**config.mk**
```make
export PLATFORM = sky130hd
export DESIGN_NAME = cache_controller
export DESIGN_NICKNAME = d
export VERILOG_FILES = /design/src/rtl/cache_controller.sv
export SDC_FILE = /design/constraint.sdc
export NUM_CORES = 1
export LEC_CHECK = 0
export CAP_MARGIN = 5
export CORE_ASPECT_RATIO = 1.5
export CORE_MARGIN = 3
export CORE_UTILIZATION = 60
export DETAILED_ROUTE_END_ITERATION = 10
export GPL_TIMING_DRIVEN = 0
export PLACE_DENSITY = 0.85
export SYNTH_ARGS = -nofsm -noshare
export SYNTH_HDL_FRONTEND = slang
export SYNTH_SLANG_ARGS = --single-unit
export TNS_END_PERCENT = 100
```
**constraint.sdc**
```tcl
create_clock -name clk -period 5.5 [get_ports clk]
set_input_delay 1.1 -clock clk [delete_from_list [all_inputs] [get_ports clk]]
set_output_delay 1.1 -clock clk [all_outputs]
set_load 0.005 [all_outputs]
```
**src/rtl/cache_controller.sv**
```systemverilog
// Sequencing FSM for a direct-mapped, read-only data cache.
// Looks up the external tag array against internal valid bits. On a miss it
// fetches the 4-word block from main memory into the data array, then
// updates the tag. Completion is a one-cycle ready pulse. Hit and miss
// counters saturate at all-ones.
module cache_controller #(
  parameter int WORD     = 32,
  parameter int ADDRESSL = 15,
  parameter int OFFSETL  = 2,
  parameter int INDEXL   = 8,
  parameter int TAGL     = ADDRESSL - INDEXL - OFFSETL
) (
  input  logic                        clk,
  input  logic                        rst,
  input  logic                        req,
  input  logic [ADDRESSL-1:0]         address,
  output logic                        ready,
  output logic [ADDRESSL-1:0]         numOfHits,
  output logic [ADDRESSL-1:0]         numOfMisses,
  output logic [INDEXL-1:0]           tagIndex,
  input  logic [TAGL-1:0]             tagRdData,
  output logic                        tagWrEn,
  output logic [TAGL-1:0]             tagWrData,
  output logic [INDEXL+OFFSETL-1:0]   dataAddr,
  output logic                        dataWrEn,
  output logic [WORD-1:0]             dataWrData,
  output logic                        memRead,
  output logic [ADDRESSL-1:0]         memAddress,
  input  logic [WORD-1:0]             memData,
  input  logic                        memAck
);

  localparam int LINES = 1 << INDEXL;

  typedef struct packed {
    logic [TAGL-1:0]    tag;
    logic [INDEXL-1:0]  idx;
    logic [OFFSETL-1:0] off;
  } addr_t;

  typedef enum logic [2:0] {IDLE, LOOKUP, FILL, UPDATE, DONE} state_t;

  state_t             state;
  addr_t              a;
  logic [LINES-1:0]   valid;
  logic [OFFSETL-1:0] w;
  logic               hit;

  assign hit        = valid[a.idx] && (tagRdData == a.tag);
  assign tagIndex   = a.idx;
  assign tagWrData  = a.tag;
  assign memAddress = {a.tag, a.idx, w};
  // A write lands only on an ack while filling; stray acks elsewhere are inert.
  assign dataWrEn   = (state == FILL) && memAck;
  assign dataWrData = memData;
  assign dataAddr   = dataWrEn ? {a.idx, w} : {a.idx, a.off};

  // Request sequencing, fill counting, valid bits and hit/miss counters.
  always_ff @(posedge clk) begin
    if (rst) begin
      state       <= IDLE;
      a           <= '0;
      valid       <= '0;
      w           <= '0;
      ready       <= 1'b0;
      tagWrEn     <= 1'b0;
      memRead     <= 1'b0;
      numOfHits   <= '0;
      numOfMisses <= '0;
    end else begin
      ready   <= 1'b0;
      tagWrEn <= 1'b0;
      case (state)
        IDLE: begin
          if (req) begin
            a     <= address;
            state <= LOOKUP;
          end
        end
        LOOKUP: begin
          if (hit) begin
            if (numOfHits != '1) numOfHits <= numOfHits + 1'b1;
            ready <= 1'b1;
            state <= DONE;
          end else begin
            if (numOfMisses != '1) numOfMisses <= numOfMisses + 1'b1;
            w       <= '0;
            memRead <= 1'b1;
            state   <= FILL;
          end
        end
        FILL: begin
          if (memAck) begin
            w <= w + 1'b1;
            if (w == {OFFSETL{1'b1}}) begin
              memRead <= 1'b0;
              tagWrEn <= 1'b1;
              state   <= UPDATE;
            end
          end
        end
        UPDATE: begin
          valid[a.idx] <= 1'b1;
          ready        <= 1'b1;
          state        <= DONE;
        end
        DONE:    state <= IDLE;
        default: state <= IDLE;
      endcase
    end
  end

endmodule

```
==> out/metrics.yaml, run 1 <==
timing.rr.end: "numOfMisses[14]"
netlist_area_um2: 13200
hold_ws_ns: 0.463
cts_tree: "built"
die_x_um: 127
die_h_um: 187
cp.required_ns: 5.95
fin_crit_ns: 4.35
yosys.area.top_type: "dfxtp_1"
crit_path_top_delay_cell: "o32ai_1"
netlist_instances: 1463
ys_ff_latch: 309
ant_nets: 0
cts.htree.levels: 1
route.vias.total: 12100
start_kind: "register"
final_util_pct: 73.7
clock_skew_ns: 0.0193
max_cap_violations: 0
drt_iter0_drc: 1406
synth_edf_count: 0
vdd_drop_max_v: 0.000281
r2r-start: "tagIndex[0]"
synth_compound_area_share_pct: 14.6
totalWireLength_um: 40600
cp_cell_sequence: "buf_6, buf_6, buf_2, mux4_2, mux2i_1, nand2_1, nand4_1, nand3_1, o32ai_1, buf_2, nand2_1, o32ai_1"
vias_per_cell: 6.31
grt_overflow: 0
synth_top_area_share_pct: 47.0
cts_num_sinks: 309
grt_max_degree: 15
core_area_um2: 21300
die_area_um2: 23800
area_growth_pct: 19.3
path_delay_family: "buffers and inverters"
r2r_cells: 12
port_buffers: 126
cts_root_buf: "clkbuf_16"
grtUsageTotal_pct: 33.0
min_to: "valid[182]"
synth_most_common_cell: "dfxtp_1"
slew_headroom_pct: 19.3
fin_ws_ns: 1.15
tns_ns: 0
nNetsFinal: 1681
drv_slew: 0
hold_viol: 0
crit_buf_inv: 4
final_layout_size_suffix_gt1_share_pct: 11.7
cts_resized: 0
post_cts_buffers: 0
yosys.area_share.xor_xnor_pct: 0.333
gp_congestion: 0.984
syn-num-nets: 1522
power.total_mw: 4.64
finalCritPeriodShare_pct: 79.1
rsz0062_at_grt: "false"
worst_pin_slew_ns: 1.20
setup_viol: 0
clock_latency_ns: 0.55
clkSlewWorstSetupHoldPaths_ns: 0.06
r2r_setup_slack_ns: 1.15
drc: 0
synthTopCellsByArea: "dfxtp_1 47%, a21oi_1 11%, nor2_1 8.7%"
synthFlopType: "dfxtp_1"
start_util_pct: 61.7
hp-start: "valid[182]"
syn_area_per_cell_um2: 8.99
yosysSeqAreaShare_pct: 47.0
crit_path_end_kind: "register"
leakagePower_nw: 5.77
synthMuxAreaShare_pct: 13.8
power_density_nw_per_um2: 295
fmax_ghz: 0.230
worstHoldPathCells: 2
clock_path_buffers: 3
antenna_found_initial: 1
slowest_delay_ns: 0.89
grt_pass1_vias: 11900
hp-class: "reg2reg"
synthSimpleGateAreaFrac_pct: 16.1
cts_inserted_buffers: 28
drt-pass1-iter-count: 6
yosys_warnings: 0
wl_per_cell_um: 21.2
synth_cell_types: 50
num_io_pins: 160
grt_pass1_wl_um: 63000
arrival_ns: 4.80
synth_top_family_by_area: "simple AND/OR/NAND/NOR gates"
async_flop_share_pct: 0
synth-adder-area-share_pct: 0.285
hold_buffers: 0
dp_hpwl_um: 28000
outcome: "complete, no violations"
yosys-top-cells-count: "309 x dfxtp_1, 306 x nor2_1, 298 x a21oi_1"
path_class: "reg2reg"
placementRows: 65
critPathMaxFanout: 10
place_ws_ns: 1.32
==> through the flow <==
step,cells,instance area (um^2)
after floorplan,1463,13200
after global placement,1857,14800
after detailed placement,1858,14800
after CTS,1908,15700
after global routing,1911,15700
final,1911,15700
==> how the worst max path moves through the flow <==
stage          slack (ns)         from  cells past startpoint               to
3_3_place_gp         1.34  tagIndex[0]                     12  numOfMisses[14]
2_1_floorplan        2.55       memAck                      3      dataAddr[0]
3_5_place_dp         1.32  tagIndex[0]                     12  numOfMisses[14]
6_report             1.15  tagIndex[0]                     12  numOfMisses[14]
4_1_cts              1.28  tagIndex[0]                     12  numOfMisses[14]
5_1_grt              0.87  tagIndex[0]                     12  numOfMisses[14]
==> per-layer routing <==
metal	share of wire, %	global-route usage [%]	up-vias
met5	0	0	-
met4	7.8	22.5	0
met3	10	6.31	245
met2	48	55.9	817
met1	34	37.0	5642
li1	-	-	5354
==> kinds of logic (layout without fill, tap and decap cells) <==
group	Yosys count	count (layout)
adder cells (fa/ha/maj)	3	3
XOR/XNOR	5	5
buffers and inverters	182	361
AO/OA/AOI/OAI	353	353
AND/OR/NAND/NOR	490	490
other	0	1
multiplexers	121	121
flip-flops	309	309
==> sequential cells by signal (all words and copies together) (netlist names) <==
name,count
a,2
memRead,1
numOfHits,15
numOfMisses,15
ready,1
state,3
tagIndex,8
tagWrData,5
tagWrEn,1
valid,256
w,2
==> power breakdown <==
group | total [mW] | internal, mW | switching, mW
logic | 0.426 | 0.187 | 0.240
registers | 2.26 | 2.25 | 0.0158
clock network | 1.95 | 1.11 | 0.841
==> area by class of cell <==
class,count,area (um^2)
Timing Repair Buffer,129,1280
Antenna cell,1,2.50
Clock buffer,44,851
Multi-Input combinational cell,972,5930
Fill cell,1540,5610
Sequential cell,309,6190
Tap cell,268,335
Buffer,174,1010
Clock inverter,6,66.3
Inverter,8,30.0
==> placed cells by master (no fill, tap or decap), types with 8 or more instances in the layout <==
| cell | n |
|---|---|
| buf_2 | 9 |
| buf_6 | 8 |
| mux4_1 | 11 |
| a22oi_1 | 15 |
| mux4_2 | 32 |
| buf_4 | 70 |
| o31ai_1 | 11 |
| clkdlybuf4s50_1 | 126 |
| dfxtp_1 | 309 |
| a21oi_1 | 298 |
| clkbuf_16 | 28 |
| nand3_1 | 22 |
| clkbuf_8 | 9 |
| mux2_2 | 21 |
| nand2_1 | 67 |
| nor2b_1 | 16 |
| clkbuf_1 | 90 |
| nand4_1 | 13 |
| nor2_1 | 306 |
| mux2i_1 | 56 |
| nor3_1 | 20 |
| or4_1 | 11 |
==> tightest hold or removal path: cells and delay by family, from the launching register on <==
family / cells / cell delay [ns]
flops: 1 / 0.32
simple gates: 1 / 0.07
compound gates: 1 / 0.04
Power figures use the tool's default switching activity.
==> run 2: changes to the inputs <==
--- a/config.mk
+++ b/config.mk
@@ -8,10 +8,10 @@
 export CAP_MARGIN = 5
 export CORE_ASPECT_RATIO = 1.5
 export CORE_MARGIN = 3
-export CORE_UTILIZATION = 60
+export CORE_UTILIZATION = 56
 export DETAILED_ROUTE_END_ITERATION = 10
 export GPL_TIMING_DRIVEN = 0
-export PLACE_DENSITY = 0.85
+export PLACE_DENSITY = 0.8
 export SYNTH_ARGS = -nofsm -noshare
 export SYNTH_HDL_FRONTEND = slang
 export SYNTH_SLANG_ARGS = --single-unit
==> constraint.sdc (replaced) <==
create_clock -name clk -period 4.5 [get_ports clk]
set_input_delay 0.9 -clock clk [delete_from_list [all_inputs] [get_ports clk]]
set_output_delay 0.9 -clock clk [all_outputs]
set_load 0.005 [all_outputs]
==> run 2 against run 1 <==
Net effect:
- hold slack about the same
- maximum frequency grew 1.3%
- final area grew 0.83%
- non-clock buffer count shrank 2
- first-iteration DRC count decreased by 6.8%
- clock power grew 32%
- setup slack got worse by 0.94 ns
- via count shrank 2.4%
- sequential power rose by 23%
- routed wire length decreased by 1.1%
- die area up 6.9%
- critical path depth fell by 2
- largest power group unchanged
- highest routed layer unchanged
==> out/metrics.yaml, run 2 (synthesis gave the netlist of run 1 again) <==
grt_pass1_wl_um: 61600
switching_share_pct: 22.9
finalCritPeriodShare_pct: 95.4
r2r_cells: 10
internal-power_mw: 4.52
hp-class: "reg2reg"
hp-start: "valid[191]"
place_ws_ns: 0.337
hold_viol: 0
critPathMaxFanout: 10
core_area_um2: 23100
max_cap_violations: 0
rsz0062_at_grt: "false"
largest_registers: "valid: 256 flops, numOfHits: 15 flops, numOfMisses: 15 flops"
totalWireLength_um: 40100
grt_max_degree: 16
path_class: "reg2reg"
nNetsFinal: 1679
worst_pin_slew_ns: 1.46
start_util_pct: 57.1
vdd_drop_max_v: 0.000347
cp.required_ns: 4.95
die_area_um2: 25400
layout_common_cells: "309 x dfxtp_1, 306 x nor2_1, 298 x a21oi_1, 126 x clkdlybuf4s50_1, 89 x clkbuf_1"
area_growth_pct: 20.3
num_io_pins: 160
port_buffers: 126
clock_path_buffers: 3
hold_buffers: 0
outcome: "complete, no violations"
power.total_mw: 5.86
antenna_found_initial: 0
grtUsageTotal_pct: 30.1
worstHoldPathCells: 2
timing.rr.end: "numOfMisses[14]"
top_register: "valid"
power_density_nw_per_um2: 370
clkSlewWorstSetupHoldPaths_ns: 0.07
grt_pass1_vias: 11400
dp_hpwl_um: 27900
pwr-share-clk_pct: 43.9
crit_path_end_kind: "register"
post_cts_buffers: 0
clock_skew_ns: 0.0195
setup_viol: 0
ant_nets: 0
drv_slew: 0
fin_crit_ns: 4.29
drt_iter0_drc: 1311
gp_congestion: 0.977
antenna_cells: 0
die_h_um: 194
cts_root_buf: "clkbuf_16"
r2r_setup_slack_ns: 0.21
clock_latency_ns: 0.55
switchingPower_mw: 1.34
final_layout_size_suffix_gt1_share_pct: 11.7
drt-pass1-iter-count: 7
wl_per_cell_um: 20.5
cts.htree.levels: 1
route.vias.total: 11800
vias_per_cell: 6.01
final_util_pct: 68.6
leakagePower_nw: 5.79
min_to: "valid[191]"
cts_resized: 0
drc: 0
cts_inserted_buffers: 28
cts_num_sinks: 309
fin_ws_ns: 0.207
r2r-start: "tagIndex[3]"
largest_register_ffs: 256
tns_ns: 0
final_common_cell: "dfxtp_1"
die_x_um: 131
placementRows: 68
hold_ws_ns: 0.463
arrival_ns: 4.74
seq_power_share_pct: 47.2
start_kind: "register"
grt_overflow: 0
cts_tree: "built"
p_comb_share_pct: 8.9
fmax_ghz: 0.233
slew_headroom_pct: 1.87
[run 2: worst max-delay path: stages, from the launching register on]
cell,delay (ns)
dfxtp_1,0.48
buf_2,0.34
buf_1,0.72
mux4_1,0.43
mux2_2,0.28
o21ai_1,0.18
nand3_1,0.13
o32ai_1,0.83
buf_2,0.35
nand2_1,0.16
o32ai_1,0.29
[run 2: worst max path at each step]
stage	to	depth (start not counted)	start
after floorplan	numOfMisses[11]	12	tagIndex[0]
after global placement	numOfMisses[14]	12	tagIndex[0]
after detailed placement	numOfMisses[14]	10	tagIndex[3]
after CTS	numOfMisses[14]	10	tagIndex[3]
after global routing	numOfMisses[14]	10	tagIndex[3]
final	numOfMisses[14]	10	tagIndex[3]
[run 2: per-layer routing]
metal | GRT usage (%) | wire [um] | part of all wire (%) | up-vias
li1 | - | - | - | 5353
met1 | 34.1 | 14200 | 35 | 5527
met2 | 53.4 | 19800 | 49 | 705
met3 | 4.36 | 3460 | 8.6 | 180
met4 | 18.3 | 2650 | 6.6 | 0
met5 | 0 | 0 | 0 | -
[run 2: per-stage QoR]
| stage | area, um^2 | cells |
|---|---|---|
| 6_report | 15800 | 1956 |
| 3_5_place_dp | 14800 | 1905 |
| 2_1_floorplan | 13200 | 1463 |
| 4_1_cts | 15800 | 1956 |
| 3_3_place_gp | 14800 | 1904 |
| 5_1_grt | 15800 | 1956 |
[run 2: final cells by class]
cell class	count	area, um^2
buffer	174	1010
clock buffer	43	858
clock inverter	8	145
fill	1825	7230
inverter	8	30.0
multi-input combinational	972	5930
sequential	309	6190
tap	315	394
timing repair buffer	127	1270
[run 2: power by group through the flow]
stage,Combinational (mW),Sequential (mW),Clock [mW]
floorplan,0.300,2.82,0
CTS,0.513,2.77,2.58
global route,0.547,2.77,2.69
finish,0.519,2.77,2.57
global placement,0.506,2.83,0
detailed placement,0.511,2.83,0
